[src/rtl/fifo_pkg.sv]
// Shared FIFO helpers: pointer/slice-index widths and the full/empty flag encoding.
package fifo_pkg;

  typedef struct packed {
    logic full;
    logic empty;
  } fifo_flags_t;

  // Pointer width for a storage of 'depth' entries (at least one bit).
  function automatic int unsigned ptr_width(input int unsigned depth);
    return (depth > 1) ? $clog2(depth) : 1;
  endfunction

  // Slice counter width for 'ratio' narrow slices per word (at least one bit).
  function automatic int unsigned idx_width(input int unsigned ratio);
    return (ratio > 1) ? $clog2(ratio) : 1;
  endfunction

endpackage

[src/rtl/width_down_fifo_mem.sv]
// Register-based word storage: one synchronous write port, asynchronous read, no reset.
module width_down_fifo_mem
  import fifo_pkg::*;
#(
  parameter int unsigned WIDTH = 32,
  parameter int unsigned DEPTH = 8,
  localparam int unsigned AW   = ptr_width(DEPTH)
) (
  input  logic             clk,
  input  logic             wr_en,
  input  logic [AW-1:0]    wr_addr,
  input  logic [WIDTH-1:0] wr_data,
  input  logic [AW-1:0]    rd_addr,
  output logic [WIDTH-1:0] rd_data
);

  logic [WIDTH-1:0] mem [DEPTH];

  always_ff @(posedge clk) begin
    if (wr_en) mem[wr_addr] <= wr_data;
  end

  assign rd_data = mem[rd_addr];

endmodule

[src/rtl/width_down_fifo.sv]
// Width-reducing FWFT FIFO: stores IN_WIDTH words, emits RATIO narrow slices per word.
// Define WIDTH_DOWN_FIFO_MSB_FIRST_EN to emit the most-significant slice first.
module width_down_fifo
  import fifo_pkg::*;
#(
  parameter int unsigned IN_WIDTH  = 32,
  parameter int unsigned RATIO     = 2,
  parameter int unsigned DEPTH     = 8,
  localparam int unsigned OUT_WIDTH = IN_WIDTH / RATIO,
  localparam int unsigned LVL_W     = ptr_width(DEPTH) + 1
) (
  input  logic                 clk,
  input  logic                 reset_n,
  input  logic                 flush,
  input  logic                 in_valid,
  input  logic [IN_WIDTH-1:0]  in_data,
  output logic                 in_ready,
  output logic                 out_valid,
  output logic [OUT_WIDTH-1:0] out_data,
  input  logic                 out_ready,
  output logic [LVL_W-1:0]     level
);

  localparam int unsigned PTR_W = ptr_width(DEPTH);
  localparam int unsigned IDX_W = idx_width(RATIO);

  logic [PTR_W-1:0]    wr_ptr, rd_ptr;
  logic [IDX_W-1:0]    slice_q, slice_idx;
  logic [LVL_W-1:0]    level_q;
  fifo_flags_t         flags;
  logic                wr_en, rd_en, word_done;
  logic [IN_WIDTH-1:0] rd_word, rd_shift;

  // Flags come from registered level only, so a same-cycle read never frees space.
  always_comb begin
    flags       = '0;
    flags.full  = (level_q == LVL_W'(DEPTH));
    flags.empty = (level_q == '0);
  end

  assign in_ready  = !flags.full;
  assign out_valid = !flags.empty;
  assign level     = level_q;

  always_comb begin
    wr_en     = in_valid && in_ready && !flush;
    rd_en     = out_valid && out_ready;
    word_done = rd_en && (slice_q == IDX_W'(RATIO - 1));
  end

  always_ff @(posedge clk or negedge reset_n) begin
    if (!reset_n) begin
      wr_ptr  <= '0;
      rd_ptr  <= '0;
      slice_q <= '0;
      level_q <= '0;
    end else if (flush) begin
      wr_ptr  <= '0;
      rd_ptr  <= '0;
      slice_q <= '0;
      level_q <= '0;
    end else begin
      if (wr_en)     wr_ptr <= wr_ptr + PTR_W'(1);
      if (word_done) rd_ptr <= rd_ptr + PTR_W'(1);
      if (rd_en)     slice_q <= word_done ? '0 : slice_q + IDX_W'(1);
      level_q <= level_q + LVL_W'(wr_en) - LVL_W'(word_done);
    end
  end

  width_down_fifo_mem #(
    .WIDTH (IN_WIDTH),
    .DEPTH (DEPTH)
  ) u_mem (
    .clk     (clk),
    .wr_en   (wr_en),
    .wr_addr (wr_ptr),
    .wr_data (in_data),
    .rd_addr (rd_ptr),
    .rd_data (rd_word)
  );

`ifdef WIDTH_DOWN_FIFO_MSB_FIRST_EN
  assign slice_idx = IDX_W'(RATIO - 1) - slice_q;
`else
  assign slice_idx = slice_q;
`endif

  // Uninitialised storage must never leak out, so the slice is masked when empty.
  always_comb begin
    rd_shift = rd_word >> (32'(slice_idx) * OUT_WIDTH);
    out_data = out_valid ? rd_shift[OUT_WIDTH-1:0] : '0;
  end

endmodule

[config.mk]
export PLATFORM = sky130hd
export DESIGN_NAME = width_down_fifo
export DESIGN_NICKNAME = d
export VERILOG_FILES = /design/src/rtl/fifo_pkg.sv /design/src/rtl/width_down_fifo_mem.sv /design/src/rtl/width_down_fifo.sv
export SDC_FILE = /design/constraint.sdc
export NUM_CORES = 1
export LEC_CHECK = 0
export ABC_AREA = 1
export CAP_MARGIN = 20
export CORE_ASPECT_RATIO = 1.5
export CORE_UTILIZATION = 60
export DETAILED_ROUTE_END_ITERATION = 12
export GPL_TIMING_DRIVEN = 1
export PLACE_DENSITY = 0.8
export SETUP_SLACK_MARGIN = 0.02
export SYNTH_ARGS = -nofsm -noshare
export SYNTH_HDL_FRONTEND = slang
export SYNTH_SLANG_ARGS = --single-unit
[constraint.sdc]
create_clock -name clk -period 3.7 [get_ports clk]
set_input_delay 1.11 -clock clk [delete_from_list [all_inputs] [get_ports clk]]
set_output_delay 1.11 -clock clk [all_outputs]
set_load 0.005 [all_outputs]
* Yosys cells after proc, flatten, opt, wreduce, memory -nomap -nowiden
Memory sizes are Yosys's and may differ from the RTL's.
Cells that the tools add are included.
** Operators by class
- Shift-type cells :: 1
- Add/sub/neg operators :: 5
- Mux-type cells :: 11
- Divide/modulo/power cells :: 0
- Bitwise operators :: 0
- Magnitude comparators :: 0
- Multipliers :: 0
- Equality and inequality tests :: 1
- Reduce and logical (&&, ||, !) cells :: 11
** Operators with widths (number)
- $shr 32x5->16 :: 1
- $mux 16 :: 1
- $mux 3 :: 4
- $add 3x1->3 const B :: 2
- $reduce_bool 2->1 :: 3
- $mux 1 :: 5
- $add 4x1->4 :: 1
- $eq 4x4->1 const B :: 1
- $logic_and 1x1->1 :: 4
- $logic_not 4->1 :: 1
- $mux 4 :: 1
- $sub 4x1->4 :: 1
- $logic_not 1->1 :: 3
- $add 1x1->1 const B :: 1
** Storage, ports and cells
- Latch bits :: 0
- Input bits :: 37
- Memory bits (read-only) :: 0
- Logic and storage cells :: 34
- Output and inout port bits :: 22
- Memories kept :: 1
- Register bits :: 11
- RAM bits :: 256
** Memory list
- u_mem.mem :: depth 8, width 32, read ports 1, clocked after Yosys merged registers in 0, wr ports 1, line width_down_fifo_mem.sv:17 : logic [WIDTH-1:0] mem [DEPTH];

* Depth between registers and ports, before layout
- Depth in word-level cells :: 7
- Gate-level depth with buffers :: 12
- Mapped depth without buffers :: 12

* Cells and area by module
From an unflattened synthesis, not the netlist that was laid out.
** Unflattened totals
- Cell total of the unflattened synthesis :: 1281
- Area, all modules :: 12243.0 um^2
** By module, submodules not included
- width_down_fifo_mem :: cells each 1124, times used 1, area an instance 11232.0 um^2, seq. area each 7687.4 um^2
- width_down_fifo :: cells each 157, times used 1, area an instance 1011.0 um^2, seq. area each 275.3 um^2

* Worst setup path after synthesis
No wires, ideal clock.
- Path type :: input -> register
- Start point :: input port flush
- End point :: memory u_mem.mem[0][0], enable pin
- Required time :: 3279 ps
- Stages :: 5
- Arrival :: 2911 ps
- Path slack :: 368 ps
- Path buffers :: 0
- Setup time :: 421 ps
- Path through :: inv_1 -> nand3_1 -> inv_1 -> nand2_1 -> nor2_1
** On the way
- Cells in the longest elaborated chain, start to end :: 4
** Ends and longest elaborated chain
- from (decl) :: line width_down_fifo.sv:14 : input logic flush,
- $logic_not 1->1 :: line width_down_fifo.sv:46 : wr_en = in_valid && in_ready && !flush;
- $logic_and 1x1->1 :: line width_down_fifo.sv:46
- $mux 1 :: line width_down_fifo_mem.sv:20 : if (wr_en) mem[wr_addr] <= wr_data;
- $mux 1 (implied by the code) :: line width_down_fifo_mem.sv:20
- to (decl) :: line width_down_fifo_mem.sv:17
Every way passes these cells.

* Worst setup path after layout
- Start point :: register rd_ptr[0]
- End point :: output port out_data[14]
** On the way
- Cells in the longest elaborated chain, start to end :: 3
** Ends and longest elaborated chain
- from (decl) :: line width_down_fifo.sv:27 : logic [PTR_W-1:0] wr_ptr, rd_ptr;
- from (signal assigned) :: line width_down_fifo.sv:64 : if (word_done) rd_ptr <= rd_ptr + PTR_W'(1);
- $mem_v2 8x32
- $shr 32x5->16 :: line width_down_fifo.sv:90 : rd_shift = rd_word >> (32'(slice_idx) * OUT_WIDTH);
- $mux 16 :: line width_down_fifo.sv:91 : out_data = out_valid ? rd_shift[OUT_WIDTH-1:0] : '0;
- to (decl) :: line width_down_fifo.sv:19 : output logic [OUT_WIDTH-1:0] out_data,
Every way passes these cells.

==> results by group <==
Outcome
  • Outcome: complete, no violations

Setup path
  • Sort of element at the start of the critical path: register
  • Length in cells of the worst reg-to-reg path: 11
  • Crit-path cells: clkinv_4 -> buf_16 -> nand2_1 -> nand2_1 -> nand2_1 -> nand3_1 -> nand3_2 -> a21oi_2 -> clkdlybuf4s50_1
  • Worst path max stage delay: 0.54 ns
  • Required time of the critical path: 2.59 ns
  • Capture point of the worst reg-to-reg path: level[2]
  • Cell type of the slowest stage on the worst timing path: dfrtp_4
  • Worst R2R Setup Slack: 1.34 ns
  • Crit Path Max Fanout: 33
  • Origin of the critical flop-to-flop path: level[2]
  • Most prevalent standard cell on the critical path: nand2_1
  • Critical Setup Path Class: reg -> out
  • CP arrival: 2.55 ns
  • Crit. End Element: output pin

Final layout
  • Non-filler instance count after layout: 1420
  • Layout Area Growth over Synthesis: 17.8%
  • Fraction of layout instances using a drive strength above 1: 0.0857
  • Post-route cell area: 13400 µm²
  • Post-layout net count: 1195
  • Final Core Density: 0.725

Detailed routing
  • Drt wl/cell: 20.1 µm
  • Via-per-instance ratio: 5.71
  • Routed Wire Length: 28600 µm
  • Detailed-route DRC error count: 0
  • Routed Antenna Nets: 0
  • Detailed-route via count: 8103
  • 1st-iter DRT viols: 836
  • Length of the first detailed-routing pass in iterations: 5

CTS
  • Post-CTS clock slew at the launch and capture registers of the worst setup and hold paths: 0.06 ns
  • Latest clock arrival within the worst-skew pair: 0.53 ns
  • Hold-fix buffers, CTS: 0
  • Longest Clk Path Bufs: 3
  • CTS tree: yes
  • Number of buffers created by CTS: 24
  • CTS H-Tree Depth: 1
  • Clock tree sinks: 267
  • Root Driver: clkbuf_16

STA
  • Slew at the pin with the worst max-slew slack: 0.546 ns
  • Count of endpoints failing hold in the final timing report: 0
  • Max Fclk: 274 MHz
  • RSZ-0062 raised after global routing: yes
  • Slew Viols, Final: 0
  • Final worst slack: 0.0447 ns
  • Final clock period utilization by the worst path: 0.988
  • Fin crit period: 3.66 ns
  • Worst slew margin relative to its limit: 0.635
  • Setup Skew: 0.00768 ns
  • Finish-stage setup viols: 0

Pwr
  • Standby leakage power: 0.00561 µW
  • Largest vdd supply drop: 0.394 mV
  • Pwr/cell area: 533 nW/µm²
  • PnR Total Power: 7170 µW

Global routing
  • GRT Resource Usage Total: 0.298
  • Final global-route overflow total: 0
  • Initial antenna violation count: 1
  • Vias in the first global route: 8007
  • Global-route wire length before repair: 42800 µm
  • Pin count of the biggest net entering global routing: 76

Placement
  • Dpl hpwl: 16000 µm
  • Routability cong.: 0.822
  • Cell count after placement: 1366
  • Cell area reported after detailed placement: 12500 µm²
  • Pre-CTS setup slack: 0.476 ns
  • Input/output buffers: 58

Floorplanning
  • I/O pin count: 59
  • Core box area: 18500 µm²
  • Die width: 115 µm
  • Die H: 171 µm
  • Die area: 19600 µm²
  • Row count: 61
  • Initial standard-cell utilization of the core: 0.615

Logic synthesis
  • Synthesized instance count: 1081
  • Total of warnings raised by yosys: 0
  • Post-synth net total: 1127
  • Register area share after synthesis: 0.698
  • Total standard cell area after synthesis: 11400 µm²
  • Average cell area after synthesis: 10.6 µm²
  • Number of storage elements in the synthesis netlist: 267
  • Library cells used by synthesis: 17

Hold path
  • Min-delay worst type: reg -> reg
  • Hold path depth: 2
  • Hold-critical path endpoint: wr_ptr[0]
  • Launch instance of the worst min-delay path: wr_ptr[0]

Job
  • Reported max-cap violation count: 0
## logic make-up (layout without fill, tap and decap cells)
logic type | count (synthesis) | in the layout | share of synthesized area
AND/OR/NAND/NOR | 576 | 576 | 0.208
flip-flops | 267 | 267 | 0.698
buffers and inverters | 200 | 286 | 0.0703
AO/OA/AOI/OAI | 28 | 28 | 0.0125
adder cells (fa/ha/maj) | 9 | 9 | 0.0105
XOR/XNOR | 1 | 1 | 0.000768
other | 0 | 1 | 0
## critical path, delay by kind of cell (launching register included)
family | cells | cell delay (ns)
and+or+nand+nor | 5 | 0.43
AOI/OAI and AO/OA | 1 | 0.19
DFF | 1 | 0.54
buffers and inverters | 3 | 0.86
## worst max-delay path by stage
| stage | endpoint | depth (start not counted) | from | slack (ns) |
|---|---|---|---|---|
| 4_1_cts | out_data[4] | 7 | rd_ptr[0] | -0.04 |
| 3_3_place_gp | out_data[11] | 9 | rd_ptr[0] | 0.49 |
| 6_report | out_data[14] | 9 | rd_ptr[0] | 0.04 |
| 2_1_floorplan | u_mem.mem[0][0] | 5 | flush | 0.37 |
| 3_5_place_dp | out_data[10] | 7 | rd_ptr[1] | 0.48 |
| 5_1_grt | out_data[14] | 9 | rd_ptr[0] | -0.06 |
## cells in the final DEF (no fill, tap or decap), drive strengths merged
master	netlist	layout
clkbuf	13	32
nand3	168	168
clkinv	0	14
fa	1	1
a21o	1	1
diode	0	1
clkinvlp	0	1
edfxtp	256	256
nor2	12	12
inv	147	145
dlygate4sd2	0	4
a21oi	21	21
dfrtp	11	11
bufbuf	0	1
dlymetal6s2s	0	8
o21ai	6	6
ha	8	8
xnor2	1	1
nand2	396	396
clkdlybuf4s50	0	46
buf	40	35
## through the flow
stage | hold WS, ns | setup TNS (ns)
floorplan | 0.549 | 0
global placement | 0.590 | 0
detailed placement | 0.600 | 0
CTS | 0.609 | -0.0989
global route | 0.666 | -0.0619
finish | 0.620 | 0
## cells in the mapped netlist
cell / number / area, µm²
a21o_1: 1 / 7.51
a21oi_1: 21 / 105
buf_1: 5 / 18.8
buf_2: 32 / 160
buf_4: 3 / 22.5
clkbuf_1: 13 / 48.8
dfrtp_1: 11 / 275
edfxtp_1: 256 / 7690
fa_1: 1 / 20.0
ha_1: 8 / 100
inv_1: 146 / 548
inv_2: 1 / 3.75
nand2_1: 396 / 1490
nand3_1: 168 / 841
nor2_1: 12 / 45.0
o21ai_0: 6 / 30.0
xnor2_1: 1 / 8.76
## layout make-up
| class | count | area (µm²) |
|---|---|---|
| multi-input combinational | 614 | 2790 |
| fill | 1200 | 5100 |
| sequential | 267 | 7970 |
| clock buffer | 31 | 648 |
| inverter | 147 | 566 |
| tap | 252 | 315 |
| clock inverter | 13 | 55.1 |
| antenna | 1 | 2.50 |
| timing repair buffer | 95 | 1100 |
## power breakdown
part           internal (µW)  leakage (µW)  switching (µW)
registers               3420       0.00246            41.0
clock network           1230      0.000347            1040
logic                    578       0.00281             849
total                   5230       0.00561            1930
## repair_timing
item,CTS,global route
gates cloned,2,1
buffers inserted,0,6
gates resized for setup,14,25
pin swaps,5,5
setup endpoints to repair,12,12
## per-layer routing
layer  track usage  up-vias  part of all wire
li1              -     3676                 -
met1         0.360     3871              0.36
met2         0.500      452              0.50
met3        0.0507      104             0.082
met4         0.185        0             0.053
met5             0        -                 0
## sequential cells by signal (all words and copies together), names as in the netlist
signal     flops
slice_idx      1
level          4
u_mem.mem    256
rd_ptr         3
wr_ptr         3
(Power assumes the default switching activity.)
